==> src/rtl/modmul_dmr.sv <==
// Dual-modular-redundant modular multiplier for NTT butterflies.
// Each lane computes (in_b * twiddle) mod MODULUS on two independent
// paths (main, shadow). The results travel down a LATENCY-deep pipeline
// together with in_a and are compared at the output. Disagreement raises
// a per-lane mismatch flag, a sticky alarm and a saturating error count.
module modmul_dmr #(
  parameter int WIDTH   = 14,
  parameter int MODULUS = 12289,
  parameter int LANES   = 2,
  parameter int LATENCY = 3,
  parameter int CNT_W   = 8
) (
  input  logic                   clk,
  input  logic                   rst_n,
  input  logic                   in_valid,
  input  logic [LANES*WIDTH-1:0] in_a,
  input  logic [LANES*WIDTH-1:0] in_b,
  input  logic [LANES*WIDTH-1:0] twiddle,
  input  logic [LANES-1:0]       fault_inj,
  input  logic                   clr_alarm,
  output logic                   out_valid,
  output logic [LANES*WIDTH-1:0] out_e,
  output logic [LANES*WIDTH-1:0] out_o,
  output logic [LANES-1:0]       mismatch,
  output logic                   alarm,
  output logic [CNT_W-1:0]       err_count
);

  localparam int                 LW      = LANES * WIDTH;
  localparam logic [2*WIDTH-1:0] Q       = (2*WIDTH)'(MODULUS);
  localparam logic [CNT_W-1:0]   CNT_MAX = '1;

  // Full-width products, kept separate per path.
  logic [2*WIDTH-1:0] main_prod   [LANES];
  logic [2*WIDTH-1:0] shadow_prod [LANES];
  logic [LW-1:0]      main_red;
  logic [LW-1:0]      shadow_red;

  // Pipeline state, stage LATENCY-1 drives the outputs.
  logic [LATENCY-1:0] valid_q,  valid_d;
  logic [LW-1:0]      a_q      [LATENCY];
  logic [LW-1:0]      a_d      [LATENCY];
  logic [LW-1:0]      main_q   [LATENCY];
  logic [LW-1:0]      main_d   [LATENCY];
  logic [LW-1:0]      shadow_q [LATENCY];
  logic [LW-1:0]      shadow_d [LATENCY];

  logic               alarm_q, alarm_d;
  logic [CNT_W-1:0]   err_q,   err_d;
  logic               any_mm;

  // Main path: full product then reduction mod MODULUS.
  always_comb begin
    main_red = '0;
    for (int unsigned i = 0; i < LANES; i++) begin
      main_prod[i] = {{WIDTH{1'b0}}, in_b[i*WIDTH +: WIDTH]} *
                     {{WIDTH{1'b0}}, twiddle[i*WIDTH +: WIDTH]};
      main_red[i*WIDTH +: WIDTH] = WIDTH'(main_prod[i] % Q);
    end
  end

  // Shadow path: independent copy, with optional bit-0 corruption for test.
  always_comb begin
    shadow_red = '0;
    for (int unsigned i = 0; i < LANES; i++) begin
      shadow_prod[i] = {{WIDTH{1'b0}}, twiddle[i*WIDTH +: WIDTH]} *
                       {{WIDTH{1'b0}}, in_b[i*WIDTH +: WIDTH]};
      shadow_red[i*WIDTH +: WIDTH] = WIDTH'(shadow_prod[i] % Q) ^
                                     WIDTH'(fault_inj[i] & in_valid);
    end
  end

  // Next-state of the shift pipeline; data is captured every cycle so
  // bubbles stay deterministic.
  always_comb begin
    valid_d[0]  = in_valid;
    a_d[0]      = in_a;
    main_d[0]   = main_red;
    shadow_d[0] = shadow_red;
    for (int unsigned s = 1; s < LATENCY; s++) begin
      valid_d[s]  = valid_q[s-1];
      a_d[s]      = a_q[s-1];
      main_d[s]   = main_q[s-1];
      shadow_d[s] = shadow_q[s-1];
    end
  end

  // Per-lane comparison at the output stage, qualified by out_valid.
  always_comb begin
    mismatch = '0;
    for (int unsigned i = 0; i < LANES; i++) begin
      mismatch[i] = valid_q[LATENCY-1] &&
                    (main_q[LATENCY-1][i*WIDTH +: WIDTH] !=
                     shadow_q[LATENCY-1][i*WIDTH +: WIDTH]);
    end
  end

  assign any_mm = |mismatch;

  // Sticky alarm and saturating error count; a mismatch beats a clear.
  always_comb begin
    alarm_d = alarm_q;
    err_d   = err_q;
    if (any_mm) begin
      alarm_d = 1'b1;
      if (clr_alarm)
        err_d = CNT_W'(1);
      else if (err_q != CNT_MAX)
        err_d = err_q + 1'b1;
    end else if (clr_alarm) begin
      alarm_d = 1'b0;
      err_d   = '0;
    end
  end

  // State registers; reset discards everything in flight.
  always_ff @(posedge clk or negedge rst_n) begin
    if (!rst_n) begin
      valid_q <= '0;
      alarm_q <= 1'b0;
      err_q   <= '0;
      for (int unsigned s = 0; s < LATENCY; s++) begin
        a_q[s]      <= '0;
        main_q[s]   <= '0;
        shadow_q[s] <= '0;
      end
    end else begin
      valid_q <= valid_d;
      alarm_q <= alarm_d;
      err_q   <= err_d;
      for (int unsigned s = 0; s < LATENCY; s++) begin
        a_q[s]      <= a_d[s];
        main_q[s]   <= main_d[s];
        shadow_q[s] <= shadow_d[s];
      end
    end
  end

  assign out_valid = valid_q[LATENCY-1];
  assign out_e     = a_q[LATENCY-1];
  assign out_o     = main_q[LATENCY-1];
  assign alarm     = alarm_q;
  assign err_count = err_q;

endmodule
==> config.mk <==
export PLATFORM = sky130hd
export DESIGN_NAME = modmul_dmr
export DESIGN_NICKNAME = d
export VERILOG_FILES = /design/src/rtl/modmul_dmr.sv
export SDC_FILE = /design/constraint.sdc
export NUM_CORES = 2
export LEC_CHECK = 0
export CAP_MARGIN = 20
export CORE_MARGIN = 2
export CORE_UTILIZATION = 55
export CTS_CLUSTER_DIAMETER = 150
export DETAILED_ROUTE_END_ITERATION = 10
export PLACE_DENSITY_LB_ADDON = 0.3
export SYNTH_ARGS = -nofsm -noshare
export SYNTH_HDL_FRONTEND = slang
export SYNTH_SLANG_ARGS = --single-unit
export TNS_END_PERCENT = 50
==> constraint.sdc <==
create_clock -name clk -period 2.02 [get_ports clk]
set_input_delay 0.404 -clock clk [delete_from_list [all_inputs] [get_ports clk]]
set_output_delay 0.404 -clock clk [all_outputs]
set_load 0.05 [all_outputs]
==> impl_metrics.prom, run 1 <==
# TYPE chip_impl_metric gauge
chip_impl_info{name="synth-main-ff-cell",value="dfrtp_1"} 1
chip_impl_metric{name="numCtsBuffers",unit=""} 17
chip_impl_metric{name="initial_core_util",unit="%"} 55.7
chip_impl_metric{name="synth_top_area_share",unit="%"} 16.8
chip_impl_metric{name="synth_simple_gate_area_share",unit="%"} 25.5
chip_impl_metric{name="syn-mean-instance-area",unit="um^2"} 8.42
chip_impl_metric{name="synth_edf_count",unit=""} 0
chip_impl_info{name="synth.most_common_cell",value="nand2_1"} 1
chip_impl_metric{name="final_wtd_congestion",unit=""} 0.963
chip_impl_metric{name="grt_overflow_total",unit=""} 11
chip_impl_metric{name="floorplan.die.height",unit="um"} 251
chip_impl_metric{name="chipWidth",unit="um"} 251
chip_impl_info{name="first_error_line_in_the_log",value="[ERROR GRT-0232] Routing congestion too high. Check the congestion heatmap in the GUI."} 1
chip_impl_metric{name="yosys.area_share.adder",unit="%"} 24.1
chip_impl_metric{name="ys_async_sr_fraction",unit="%"} 100
chip_impl_metric{name="synth-compound-area-share",unit="%"} 20.9
chip_impl_metric{name="port_buffers",unit=""} 157
chip_impl_metric{name="synthesis.instances",unit=""} 4001
chip_impl_metric{name="antenna_violations_before_repair",unit=""} 16
chip_impl_metric{name="cts_sinks",unit=""} 186
chip_impl_metric{name="post_synth_instance_area",unit="um^2"} 33700
chip_impl_info{name="commonest_cells_post_synth",value="457 x nand2_1, 383 x inv_1, 282 x fa_1, 250 x and2_1, 234 x nor2_1"} 1
chip_impl_info{name="root_buffer",value="clkbuf_16"} 1
chip_impl_metric{name="synthXorXnorAreaFrac",unit="%"} 6.43
chip_impl_info{name="postGrtWorstEndpoint",value="shadow_d[46]$_DFF_PN0_/D"} 1
chip_impl_metric{name="dp.final_hpwl",unit="mm"} 89.5
chip_impl_metric{name="placement_rows",unit=""} 90
chip_impl_info{name="haltStage",value="global routing"} 1
chip_impl_info{name="largest_cells_by_area_after_synthesis",value="fa_1 17%, dfrtp_1 14%, ha_1 7.2%, nand2_1 5.1%, and2_1 4.6%"} 1
chip_impl_metric{name="postSynthRegisterBits",unit=""} 186
chip_impl_metric{name="synth_warnings",unit=""} 0
chip_impl_info{name="status",value="aborted with a tool error"} 1
chip_impl_metric{name="ioPinCount",unit=""} 158
chip_impl_metric{name="synth_nets",unit=""} 4566
chip_impl_metric{name="cts-root-to-sink-buffers",unit=""} 2
chip_impl_metric{name="htree_levels",unit=""} 4
chip_impl_metric{name="synth.distinct_cells",unit=""} 176
chip_impl_info{name="synth_top_family_by_area",value="simple AND/OR/NAND/NOR gates"} 1
chip_impl_metric{name="portion_of_the_post_synthesis_area_used_by_sequential_elements",unit="%"} 13.8
chip_impl_metric{name="synthMuxAreaShare",unit="%"} 1.95
chip_impl_info{name="synthDominantAreaCellType",value="fa_1"} 1
chip_impl_info{name="worst_endpoint_kind",value="register input"} 1
chip_impl_metric{name="global_route.usage.total",unit="%"} 66.9
chip_impl_metric{name="grt_max_degree",unit=""} 57
==> routing by layer <==
| metal | overflow | GRT usage, % |
|---|---|---|
| met1 | 0 | 63.5 |
| met3 | 0 | 50.1 |
| met5 | 0 | 28.1 |
| met2 | 4 | 87.5 |
| met4 | 7 | 67.1 |
==> cell families after synthesis <==
group                    count (synthesis)
buffers and inverters                  545
multiplexers                            60
flip-flops                             186
AND/OR/NAND/NOR                       1574
AO/OA/AOI/OAI                          923
adder cells (fa/ha/maj)                480
XOR/XNOR                               233
==> metrics by stage <==
step,instances,cell area [um^2],TNS [ns],worst slack (ns),utilization (%)
3_5_place_dp,6129,46500,-538.08,-18.43,76.9
4_1_cts,6329,50900,-491.36,-16.69,84.1
3_3_place_gp,6129,46500,-524.53,-17.80,76.9
2_1_floorplan,4001,34800,-500.24,-17.22,-
==> what timing repair did <==
action,in CTS
hold endpoints to repair,51
gates resized for setup,720
pin swaps,360
setup buffers,170
hold buffers,1
setup endpoints to repair,54
==> inputs of run 2 (changes only) <==
--- a/config.mk
+++ b/config.mk
@@ -7,10 +7,9 @@
 export LEC_CHECK = 0
 export CAP_MARGIN = 20
 export CORE_MARGIN = 2
-export CORE_UTILIZATION = 55
-export CTS_CLUSTER_DIAMETER = 150
+export CORE_UTILIZATION = 40
 export DETAILED_ROUTE_END_ITERATION = 10
-export PLACE_DENSITY_LB_ADDON = 0.3
+export PLACE_DENSITY_LB_ADDON = 0.15
 export SYNTH_ARGS = -nofsm -noshare
 export SYNTH_HDL_FRONTEND = slang
 export SYNTH_SLANG_ARGS = --single-unit
==> run 2 against run 1 <==
The flow now finishes, with violations (negative setup slack). Area after synthesis is the same. Synthesized cell count is the same.
==> impl_metrics.prom, run 2 <==
# TYPE chip_impl_metric gauge
chip_impl_metric{name="via_count_of_the_first_global_routing_pass",unit=""} 35800
chip_impl_metric{name="global_route.usage.total",unit="%"} 24.4
chip_impl_metric{name="core_region",unit="um^2"} 83600
chip_impl_metric{name="synthToLayoutAreaGrowth",unit="%"} 54.1
chip_impl_metric{name="final_wtd_congestion",unit=""} 0.903
chip_impl_metric{name="dieArea",unit="um^2"} 86500
chip_impl_info{name="worst_setup_path_end_kind",value="flop"} 1
chip_impl_metric{name="synth.distinct_cells",unit=""} 176
chip_impl_metric{name="max_slew.worst_pin.slew",unit="ns"} 0.693
chip_impl_metric{name="numCtsBuffers",unit=""} 17
chip_impl_info{name="synthDominantAreaCellType",value="fa_1"} 1
chip_impl_metric{name="antenna_violations_before_repair",unit=""} 0
chip_impl_metric{name="route.detailed.wl_per_inst",unit="um"} 16.0
chip_impl_metric{name="max_slew_margin",unit="%"} 53.4
chip_impl_metric{name="arrival",unit="ns"} 19.18
chip_impl_info{name="synth.most_common_cell",value="nand2_1"} 1
chip_impl_info{name="largest_cells_by_area_after_synthesis",value="fa_1 17%, dfrtp_1 14%, ha_1 7.2%, nand2_1 5.1%, and2_1 4.6%"} 1
chip_impl_metric{name="worstSkewPairLatency",unit="ns"} 0.42
chip_impl_metric{name="htree_levels",unit=""} 4
chip_impl_info{name="synth-main-ff-cell",value="dfrtp_1"} 1
chip_impl_metric{name="drt_first_iter_violations",unit=""} 1482
chip_impl_metric{name="postSynthRegisterBits",unit=""} 186
chip_impl_metric{name="final_layout_size_suffix_gt1_share",unit="%"} 42.9
chip_impl_metric{name="largest_register_ffs",unit=""} 56
chip_impl_metric{name="dpl_cell_area",unit="um^2"} 47200
chip_impl_metric{name="synth_top_area_share",unit="%"} 16.8
chip_impl_metric{name="synth_edf_count",unit=""} 0
chip_impl_metric{name="global_route_wire_length_before_repair",unit="mm"} 177
chip_impl_info{name="tritoncts",value="yes"} 1
chip_impl_metric{name="finalWirelength",unit="mm"} 107
chip_impl_metric{name="setup-violations-final",unit=""} 30
chip_impl_metric{name="floorplan.die.height",unit="um"} 294
chip_impl_metric{name="final-hold-violation-count",unit=""} 0
chip_impl_metric{name="antenna_cells",unit=""} 0
chip_impl_info{name="failed_checks",value="negative setup slack"} 1
chip_impl_metric{name="initial_core_util",unit="%"} 40.3
chip_impl_metric{name="synthesis.instances",unit=""} 4001
chip_impl_metric{name="period_needed",unit="ns"} 18.84
chip_impl_metric{name="ioPinCount",unit=""} 158
chip_impl_info{name="grt_setup_unrepaired",value="yes"} 1
chip_impl_info{name="status",value="finished, violations left"} 1
chip_impl_metric{name="grt_overflow_total",unit=""} 0
chip_impl_metric{name="critPathMaxStageDelay",unit="ns"} 0.55
chip_impl_metric{name="ys_async_sr_fraction",unit="%"} 100
chip_impl_metric{name="port_buffers",unit=""} 157
chip_impl_metric{name="cts-root-to-sink-buffers",unit=""} 2
chip_impl_metric{name="syn-mean-instance-area",unit="um^2"} 8.42
chip_impl_metric{name="synth_warnings",unit=""} 0
chip_impl_metric{name="nets",unit=""} 6160
chip_impl_metric{name="detail-route-antenna-nets",unit=""} 0
chip_impl_metric{name="dr.pass1.iters",unit=""} 5
chip_impl_metric{name="clock.fmax",unit="MHz"} 53.1
chip_impl_info{name="mostFrequentLayoutCell",value="buf_4"} 1
chip_impl_metric{name="skew",unit="ns"} 0.00951
chip_impl_metric{name="worstPathRequired",unit="ns"} 2.36
chip_impl_metric{name="path_clk_slew",unit="ns"} 0.06
chip_impl_metric{name="drv.max_cap_violation_count",unit=""} 0
chip_impl_metric{name="finalHoldWorstSlack",unit="ns"} 0.343
chip_impl_info{name="min-delay-path-class",value="flop to flop"} 1
chip_impl_metric{name="drc",unit=""} 0
chip_impl_metric{name="portion_of_the_post_synthesis_area_used_by_sequential_elements",unit="%"} 13.8
chip_impl_metric{name="post-route-cell-area",unit="um^2"} 51900
chip_impl_metric{name="dp.final_hpwl",unit="mm"} 88.1
chip_impl_info{name="timing.setup.critical_path_class",value="input port to flop"} 1
chip_impl_metric{name="post_drt_via_cell_ratio",unit=""} 5.24
chip_impl_info{name="critical_path.startpoint_type",value="input port"} 1
chip_impl_metric{name="layout_worst_path_cycle_share",unit="%"} 932
chip_impl_metric{name="cts_sinks",unit=""} 186
chip_impl_metric{name="cp_max_fo",unit=""} 8
chip_impl_info{name="worst_path_most_repeated_cell",value="buf_4"} 1
chip_impl_info{name="commonest_cells_post_synth",value="457 x nand2_1, 383 x inv_1, 282 x fa_1, 250 x and2_1, 234 x nor2_1"} 1
chip_impl_info{name="critical_path.slowest_cell",value="fa_1"} 1
chip_impl_metric{name="grt_max_degree",unit=""} 54
chip_impl_metric{name="post_synth_instance_area",unit="um^2"} 33700
chip_impl_info{name="root_buffer",value="clkbuf_16"} 1
chip_impl_info{name="layout.cells.most_common_list",value="1527 x buf_4, 435 x nand2_1, 366 x inv_1, 276 x fa_1, 228 x and2_1"} 1
chip_impl_metric{name="final-max-slew-violation-count",unit=""} 0
chip_impl_metric{name="synth_nets",unit=""} 4566
chip_impl_metric{name="post_layout_worst_setup_margin",unit="ns"} -16.82
chip_impl_metric{name="placement_rows",unit=""} 106
chip_impl_metric{name="detailroute.via_count",unit=""} 35000
chip_impl_metric{name="chipWidth",unit="um"} 294
-- run 2: cell counts after synthesis --
No cell type changed its count.
-- run 2: stage by stage --
| stage | TNS [ns] | cells | setup slack [ns] | util, % |
|---|---|---|---|---|
| finish | -495.77 | 6686 | -16.82 | 62.1 |
| global route | -520.05 | 6686 | -17.61 | 62.1 |
| CTS | -490.68 | 6654 | -16.64 | 60.7 |
| detailed placement | -535.45 | 6480 | -18.25 | 56.5 |
| global placement | -533.25 | 6480 | -18.14 | 56.5 |
| floorplan | -500.24 | 4001 | -17.22 | - |
-- run 2: area by class of cell --
class	count	area, um^2
clock inverters	12	165
flip-flops and latches	186	4650
well taps	1080	1350
repair buffers	1734	13600
clock buffers	18	429
inverters	385	1450
multi-input cells	3271	30200
fillers	7254	31700
-- run 2: kinds of logic (layout without fill, tap and decap cells) --
family,count (synthesis),count (layout),share of synthesized area [%]
DFF,186,186,13.8
muxes,60,60,1.95
AOI/OAI and AO/OA,923,923,20.9
buffers and inverters,545,2149,7.31
adders and majority gates,480,480,24.1
xor gates and xnor gates,233,233,6.43
and+or+nand+nor,1574,1575,25.5
-- run 2: routing by layer --
| metal | up-vias | global-route usage, % | wire (um) |
|---|---|---|---|
| li1 | 17300 | - | - |
| met1 | 17000 | 31.4 | 47800 |
| met2 | 571 | 44.8 | 54500 |
| met3 | 144 | 1.59 | 2420 |
| met4 | 0 | 5.20 | 2340 |
| met5 | - | 0 | 0 |
-- run 2: critical path, delay by kind of cell --
| family | cells | cell delay, ns |
|---|---|---|
| compound gates | 26 | 6.25 |
| simple gates | 24 | 6.09 |
| fa+ha+maj | 7 | 3.33 |
| buf+inv | 18 | 1.93 |
| mux | 2 | 0.63 |
| xor+xnor | 3 | 0.49 |
-- run 2: what timing repair did --
action | CTS | global route
cloned | 5 | 0
hold buffers | 1 | 0
pin swaps | 237 | 128
endpoints found under the setup margin | 39 | 39
endpoints found under the hold margin | 49 | 0
buffers inserted | 139 | 37
gates resized for setup | 499 | 221
-- run 2: worst paths after layout --
kind	from	end	slack [ns]	depth (start not counted)
setup / recovery	twiddle[21]	shadow_d[45]	-16.82	80
hold / removal	shadow_d[44]	shadow_d[16]	0.34	0
setup reg to reg	err_count[0]	err_count[3]	0.16	8
hold reg to reg	shadow_d[44]	shadow_d[16]	0.34	0
max in group asynchronous	rst_n	shadow_d[28]	0.83	3
min in group asynchronous	rst_n	out_e[23]	0.51	2
Power of run 2 is not shown: default switching activity piles up to over one toggle a cycle in this logic, so the estimate is an artifact.
